[src/rtl/uart_frame_streamer.sv]
// Frame sender: streams one image from the SDRAM read FIFO to the UART transmitter.
// The image is framed by a 7-byte header and a checksum/end-marker trailer.
module uart_frame_streamer #(
  parameter int unsigned WIDTH      = 640,
  parameter int unsigned HEIGHT     = 480,
  parameter int unsigned CHANNELS   = 3,
  parameter int unsigned CH_BITS    = 10,
  parameter int unsigned RD_LATENCY = 2,
  parameter logic [7:0]  END_BYTE   = 8'h55
) (
  input  logic                         clk_i,
  input  logic                         rst_i,
  input  logic                         en_i,
  output logic                         pix_rd_req_o,
  input  logic [CHANNELS*CH_BITS-1:0]  pix_data_i,
  output logic [7:0]                   tx_data_o,
  output logic                         tx_start_o,
  input  logic                         tx_busy_i,
  input  logic                         tx_done_i,
  output logic                         busy_o,
  output logic                         done_o,
  output logic                         aborted_o,
  output logic [31:0]                  pixel_count_o,
  output logic [3:0]                   state_o
);

  localparam logic [3:0] StIdle   = 4'd0;
  localparam logic [3:0] StHdr    = 4'd1;
  localparam logic [3:0] StRd     = 4'd2;
  localparam logic [3:0] StRdWait = 4'd3;
  localparam logic [3:0] StCh     = 4'd4;
  localparam logic [3:0] StTrl    = 4'd5;
  localparam logic [3:0] StWaitTx = 4'd6;
  localparam logic [3:0] StDone   = 4'd7;

  localparam logic [31:0] NumPixels = WIDTH * HEIGHT;
  localparam logic [15:0] Width16   = 16'(WIDTH);
  localparam logic [15:0] Height16  = 16'(HEIGHT);
  localparam logic [7:0]  Chan8     = 8'(CHANNELS);
  localparam logic [2:0]  LatLast   = 3'(RD_LATENCY);
  localparam logic [2:0]  ChLast    = 3'(CHANNELS - 1);

  logic [3:0]                  state_q, state_d;
  logic [3:0]                  ret_q, ret_d;      // state to resume after WAIT_TX
  logic [2:0]                  idx_q, idx_d;      // header, channel or trailer byte index
  logic [2:0]                  lat_q, lat_d;
  logic [CHANNELS*CH_BITS-1:0] pix_q, pix_d;
  logic [7:0]                  csum_q, csum_d;
  logic [31:0]                 pcnt_q, pcnt_d;
  logic [7:0]                  tx_data_q, tx_data_d;
  logic                        tx_start_q, tx_start_d;
  logic                        rd_req_q, rd_req_d;
  logic                        aborted_q, aborted_d;

  logic [7:0] ch_byte [CHANNELS];
  logic [7:0] cur_ch;
  logic [7:0] hdr_byte;

  // MSB-align each channel into 16 bits; the top byte is then correct for any CH_BITS.
  for (genvar k = 0; k < CHANNELS; k++) begin : g_ch
    logic [15:0] aligned;
    assign aligned    = 16'(pix_q[k*CH_BITS +: CH_BITS]) << (16 - CH_BITS);
    assign ch_byte[k] = aligned[15:8];
  end

  // Select the channel byte addressed by the current index.
  always_comb begin
    cur_ch = 8'h00;
    for (int k = 0; k < CHANNELS; k++) begin
      if (idx_q == 3'(k)) cur_ch = ch_byte[k];
    end
  end

  // Header byte lookup.
  always_comb begin
    case (idx_q)
      3'd0:    hdr_byte = 8'hA5;
      3'd1:    hdr_byte = 8'h5A;
      3'd2:    hdr_byte = Width16[15:8];
      3'd3:    hdr_byte = Width16[7:0];
      3'd4:    hdr_byte = Height16[15:8];
      3'd5:    hdr_byte = Height16[7:0];
      default: hdr_byte = Chan8;
    endcase
  end

  // Next-state logic for the frame sequencer.
  always_comb begin
    state_d    = state_q;
    ret_d      = ret_q;
    idx_d      = idx_q;
    lat_d      = lat_q;
    pix_d      = pix_q;
    csum_d     = csum_q;
    pcnt_d     = pcnt_q;
    tx_data_d  = tx_data_q;
    tx_start_d = 1'b0;
    rd_req_d   = 1'b0;
    aborted_d  = 1'b0;

    case (state_q)
      StIdle: begin
        if (en_i) begin
          state_d = StHdr;
          csum_d  = 8'h00;
          pcnt_d  = 32'd0;
          idx_d   = 3'd0;
        end
      end
      StHdr: begin
        if (!en_i) begin
          state_d   = StIdle;
          aborted_d = 1'b1;
        end else if (!tx_busy_i) begin
          tx_data_d  = hdr_byte;
          tx_start_d = 1'b1;
          ret_d      = StHdr;
          state_d    = StWaitTx;
        end
      end
      StRd: begin
        if (!en_i) begin
          state_d   = StIdle;
          aborted_d = 1'b1;
        end else if (pcnt_q == NumPixels) begin
          idx_d   = 3'd0;
          state_d = StTrl;
        end else begin
          rd_req_d = 1'b1;
          lat_d    = 3'd0;
          state_d  = StRdWait;
        end
      end
      StRdWait: begin
        // lat_q is 0 while the read pulse is visible, so data is captured RD_LATENCY later.
        if (!en_i) begin
          state_d   = StIdle;
          aborted_d = 1'b1;
        end else if (lat_q == LatLast) begin
          pix_d   = pix_data_i;
          idx_d   = 3'd0;
          state_d = StCh;
        end else begin
          lat_d = lat_q + 3'd1;
        end
      end
      StCh: begin
        if (!en_i) begin
          state_d   = StIdle;
          aborted_d = 1'b1;
        end else if (!tx_busy_i) begin
          tx_data_d  = cur_ch;
          tx_start_d = 1'b1;
          csum_d     = csum_q + cur_ch;
          ret_d      = StCh;
          state_d    = StWaitTx;
        end
      end
      StTrl: begin
        if (!en_i) begin
          state_d   = StIdle;
          aborted_d = 1'b1;
        end else if (!tx_busy_i) begin
          tx_data_d  = (idx_q == 3'd0) ? csum_q : END_BYTE;
          tx_start_d = 1'b1;
          ret_d      = StTrl;
          state_d    = StWaitTx;
        end
      end
      StWaitTx: begin
        // tx_busy is ignored here, so a simultaneous tx_done always completes the byte.
        if (tx_done_i) begin
          if (!en_i) begin
            state_d   = StIdle;
            aborted_d = 1'b1;
          end else begin
            case (ret_q)
              StHdr: begin
                if (idx_q == 3'd6) begin
                  idx_d   = 3'd0;
                  state_d = StRd;
                end else begin
                  idx_d   = idx_q + 3'd1;
                  state_d = StHdr;
                end
              end
              StCh: begin
                if (idx_q == ChLast) begin
                  idx_d   = 3'd0;
                  pcnt_d  = pcnt_q + 32'd1;
                  state_d = StRd;
                end else begin
                  idx_d   = idx_q + 3'd1;
                  state_d = StCh;
                end
              end
              default: begin
                if (idx_q == 3'd0) begin
                  idx_d   = 3'd1;
                  state_d = StTrl;
                end else begin
                  state_d = StDone;
                end
              end
            endcase
          end
        end
      end
      StDone: begin
        if (!en_i) state_d = StIdle;
      end
      default: state_d = StIdle;
    endcase
  end

  // State registers with synchronous reset.
  always_ff @(posedge clk_i) begin
    if (rst_i) begin
      state_q    <= StIdle;
      ret_q      <= StIdle;
      idx_q      <= 3'd0;
      lat_q      <= 3'd0;
      pix_q      <= '0;
      csum_q     <= 8'h00;
      pcnt_q     <= 32'd0;
      tx_data_q  <= 8'h00;
      tx_start_q <= 1'b0;
      rd_req_q   <= 1'b0;
      aborted_q  <= 1'b0;
    end else begin
      state_q    <= state_d;
      ret_q      <= ret_d;
      idx_q      <= idx_d;
      lat_q      <= lat_d;
      pix_q      <= pix_d;
      csum_q     <= csum_d;
      pcnt_q     <= pcnt_d;
      tx_data_q  <= tx_data_d;
      tx_start_q <= tx_start_d;
      rd_req_q   <= rd_req_d;
      aborted_q  <= aborted_d;
    end
  end

  assign pix_rd_req_o  = rd_req_q;
  assign tx_data_o     = tx_data_q;
  assign tx_start_o    = tx_start_q;
  assign busy_o        = (state_q != StIdle) && (state_q != StDone);
  assign done_o        = (state_q == StDone);
  assign aborted_o     = aborted_q;
  assign pixel_count_o = pcnt_q;
  assign state_o       = state_q;

endmodule

[config.mk]
export PLATFORM = sky130hd
export DESIGN_NAME = uart_frame_streamer
export DESIGN_NICKNAME = d
export VERILOG_FILES = /design/src/rtl/uart_frame_streamer.sv
export SDC_FILE = /design/constraint.sdc
export NUM_CORES = 1
export LEC_CHECK = 0
export BUFFER_PORTS_ARGS = -buffer_cell sky130_fd_sc_hd__buf_2
export CAP_MARGIN = 20
export CORE_MARGIN = 3
export CORE_UTILIZATION = 45
export DETAILED_ROUTE_END_ITERATION = 8
export PLACE_DENSITY = 0.67
export SYNTH_ARGS = -nofsm -noshare
export SYNTH_HDL_FRONTEND = slang
export SYNTH_SLANG_ARGS = --single-unit
export TNS_END_PERCENT = 50
[constraint.sdc]
create_clock -name clk_i -period 3.5 [get_ports clk_i]
set_input_delay 0.7 -clock clk_i [delete_from_list [all_inputs] [get_ports clk_i]]
set_output_delay 0.7 -clock clk_i [all_outputs]
set_load 0.01 [all_outputs]
==> flow_metrics.tcl <==
set metrics [dict create \
    status "finished clean" \
    synth-edff-count 0 \
    cts_htree_levels 3 \
    syn_area_per_cell_sq_um 7.80 \
    synth.mux.area_fraction 0.0231 \
    post_drt_wl_per_cell_microns 15.3 \
    grt_pass1_wl_microns 19400 \
    path_clk_slew_ns 0.10 \
    crit_arrival_ns 3.16 \
    n_antenna_cell 0 \
    routed_wl_microns 12300 \
    worst_slew_pin_slew_ns 0.714 \
    core_area_sq_um 10000 \
    synth_adder_area_share 0.0410 \
    swShare 0.361 \
    syn2layout_area_growth_pct 13.4 \
    place_hpwl_microns 8720 \
    die_w_microns 109 \
    min_path_cells 2 \
    gp_congestion 0.866 \
    first_pass_iters 5 \
    synth_top_area_share 0.362 \
    final_layout_size_suffix_gt1_frac 0.180 \
    async_flop_share 0 \
    synth_cell_types 70 \
    synthTopCellsByArea "dfxtp_1, nand2_1, a21oi_1" \
    clock-sinks 86 \
    internal_power_mw 1.53 \
    ff2ff_path_depth 11 \
    synth_most_common_cell "nand2_1" \
    yosys.area_share.simple 0.285 \
    start_util 0.474 \
    drcViolationCount 0 \
    drt_iter0_drc 288 \
    required_ns 3.76 \
    start_kind "flop" \
    drv_slew 0 \
    fin_tns_setup_ns 0 \
    relSlewSlack 0.524 \
    syn-cell-area_sq_um 4760 \
    endpoint_kind "flop" \
    cts_buffers 9 \
    hold_viol 0 \
    ios 84 \
    cts.hold.buffers_added 0 \
    cts.root.buffer_cell "clkbuf_8" \
    netlist_instances 610 \
    layout.nets 718 \
    antenna_found_initial 0 \
    io_buffer_count 76 \
    ys.flop_type "dfxtp_1" \
    p_comb_frac 0.258 \
    synth_xor_area_frac 0.0294 \
    grt_max_degree 49 \
    maxCapViolCount 0 \
    synth.net_count 660 \
    p_leak_nw 2.04 \
    grt_pass1_vias 3995 \
    multi_input_area_sq_um 2790 \
    design_area_sq_um 5400 \
    placedInstanceArea_sq_um 5210 \
    synth_compound_area_frac 0.208 \
    hold_path_class "reg2reg" \
    layout_min_cycle_time_ns 2.89 \
    fmax_mhz 346 \
    hold_slack_ns 0.457 \
    max-vdd-ir-drop_v 0.000212 \
    rsz0062_at_grt "no" \
    ant_nets 0 \
    fillers 968 \
    yosys_register_bits 86 \
    worstSetupPathType "reg2reg" \
    yosysSeqAreaShare 0.362 \
    p_per_area_nw_per_um2 443 \
    grt_overflow 0 \
    clk_path_buf_depth 2 \
    finalCritPeriodShare 0.827 \
    die_h_microns 109 \
    finalPower_mw 2.39 \
    grt_usage 0.203 \
    cts_tree "done" \
    cts_resized 0 \
    worst_clock_skew_ns 0.0143 \
    rows 36 \
    cp_max_fo 10 \
    worst_skew_pair.late_latency_ns 0.36 \
    postCtsSetupBuffers 0 \
    die-area_sq_um 11800 \
    clkPwrFrac 0.284 \
    yosys_warnings 0 \
    p_sw_mw 0.864 \
    synth_top_cells_by_count "nand2_1, dfxtp_1, a21oi_1" \
    via_count 4634 \
    synth_largest_area_cell "dfxtp_1" \
    seq_area_sq_um 1720 \
    synth_top_family_by_area "simple AND/OR/NAND/NOR gates" \
    setup_viol 0 \
    seq_power_share 0.458 \
    via_per_inst 5.75 \
]
## power by group through the flow
stage               Clock (mW)  Combinational [mW]  Sequential (mW)
floorplan                    0               0.461             1.08
finish                   0.680               0.619             1.10
global route             0.740               0.674             1.11
CTS                      0.705               0.613             1.09
detailed placement           0               0.610             1.12
global placement             0               0.602             1.12
## worst max-delay path: stages (launching register included)
cell and delay [ns]:
dfxtp_1 0.49, nor2b_1 0.40, a2bb2oi_1 0.14, nor2_1 0.16
ha_1 0.19, inv_1 0.06, fa_1 0.39, nand2b_1 0.16
a21boi_0 0.27, o211a_1 0.20, nor3_1 0.05, o41ai_1 0.29
## routing by layer
layer | global-route usage | wire length (microns)
met5 | 0 | 0
met4 | 0.0496 | 104
met1 | 0.267 | 5510
met3 | 0.0361 | 752
met2 | 0.346 | 5960
## sequential cells by signal, indices dropped and copies added, names as in the netlist
register       count
pixel_count_o     32
pix_q             24
csum_q             8
tx_data_o          8
idx_q              3
lat_q              3
state_o            3
ret_q              2
aborted_o          1
pix_rd_req_o       1
tx_start_o         1
## stage by stage
step	utilization	instances	worst slack [ns]
after floorplan	-	610	0.840
after global placement	0.519	790	0.639
after detailed placement	0.519	790	0.590
after CTS	0.537	806	0.581
after global routing	0.537	806	0.339
final	0.537	806	0.606
## final cells by class
| class | count | area share |
|---|---|---|
| flip-flops and latches | 86 | 0.319 |
| clock buffers | 10 | 0.0255 |
| multi-input cells | 465 | 0.517 |
| repair buffers | 85 | 0.0830 |
| well taps | 133 | 0.0308 |
| clock inverters | 6 | 0.00973 |
| inverters | 21 | 0.0146 |
## cells by family (layout without fill, tap and decap cells)
logic type / count (synthesis) / count (layout)
AOI/OAI and AO/OA: 157 / 157
xor gates and xnor gates: 16 / 16
other: 1 / 1
DFF: 86 / 86
and+or+nand+nor: 265 / 265
adders and majority gates: 15 / 15
muxes: 11 / 11
buffers and inverters: 59 / 122
## cells in the final DEF, fill, tap and decap left out, types with 6 or more instances in the layout
| master | synthesis | routed |
|---|---|---|
| clkbuf_8 | 0 | 10 |
| a21oi_1 | 65 | 65 |
| inv_1 | 21 | 21 |
| nand2b_1 | 8 | 8 |
| dfxtp_1 | 86 | 86 |
| nor2b_1 | 6 | 6 |
| mux2i_1 | 11 | 11 |
| nand3_1 | 25 | 25 |
| buf_2 | 8 | 76 |
| o21ai_0 | 31 | 31 |
| ha_1 | 14 | 14 |
| or2_2 | 7 | 7 |
| a211oi_1 | 7 | 7 |
| or3_1 | 15 | 15 |
| xor2_1 | 11 | 11 |
| nand4_1 | 13 | 13 |
| nor2_1 | 50 | 50 |
| nand2_1 | 87 | 87 |
| nor4_1 | 10 | 10 |
| nor3_1 | 11 | 11 |
| buf_4 | 3 | 9 |
## worst paths after layout
| path | start | to | slack [ns] |
|---|---|---|---|
| setup reg to reg | idx_q[1] | csum_q[6] | 0.61 |
| hold reg to reg | pix_q[6] | pix_q[6] | 0.46 |
| setup / recovery | idx_q[1] | csum_q[6] | 0.61 |
| hold / removal | pix_q[6] | pix_q[6] | 0.46 |
(Power assumes the default switching activity.)
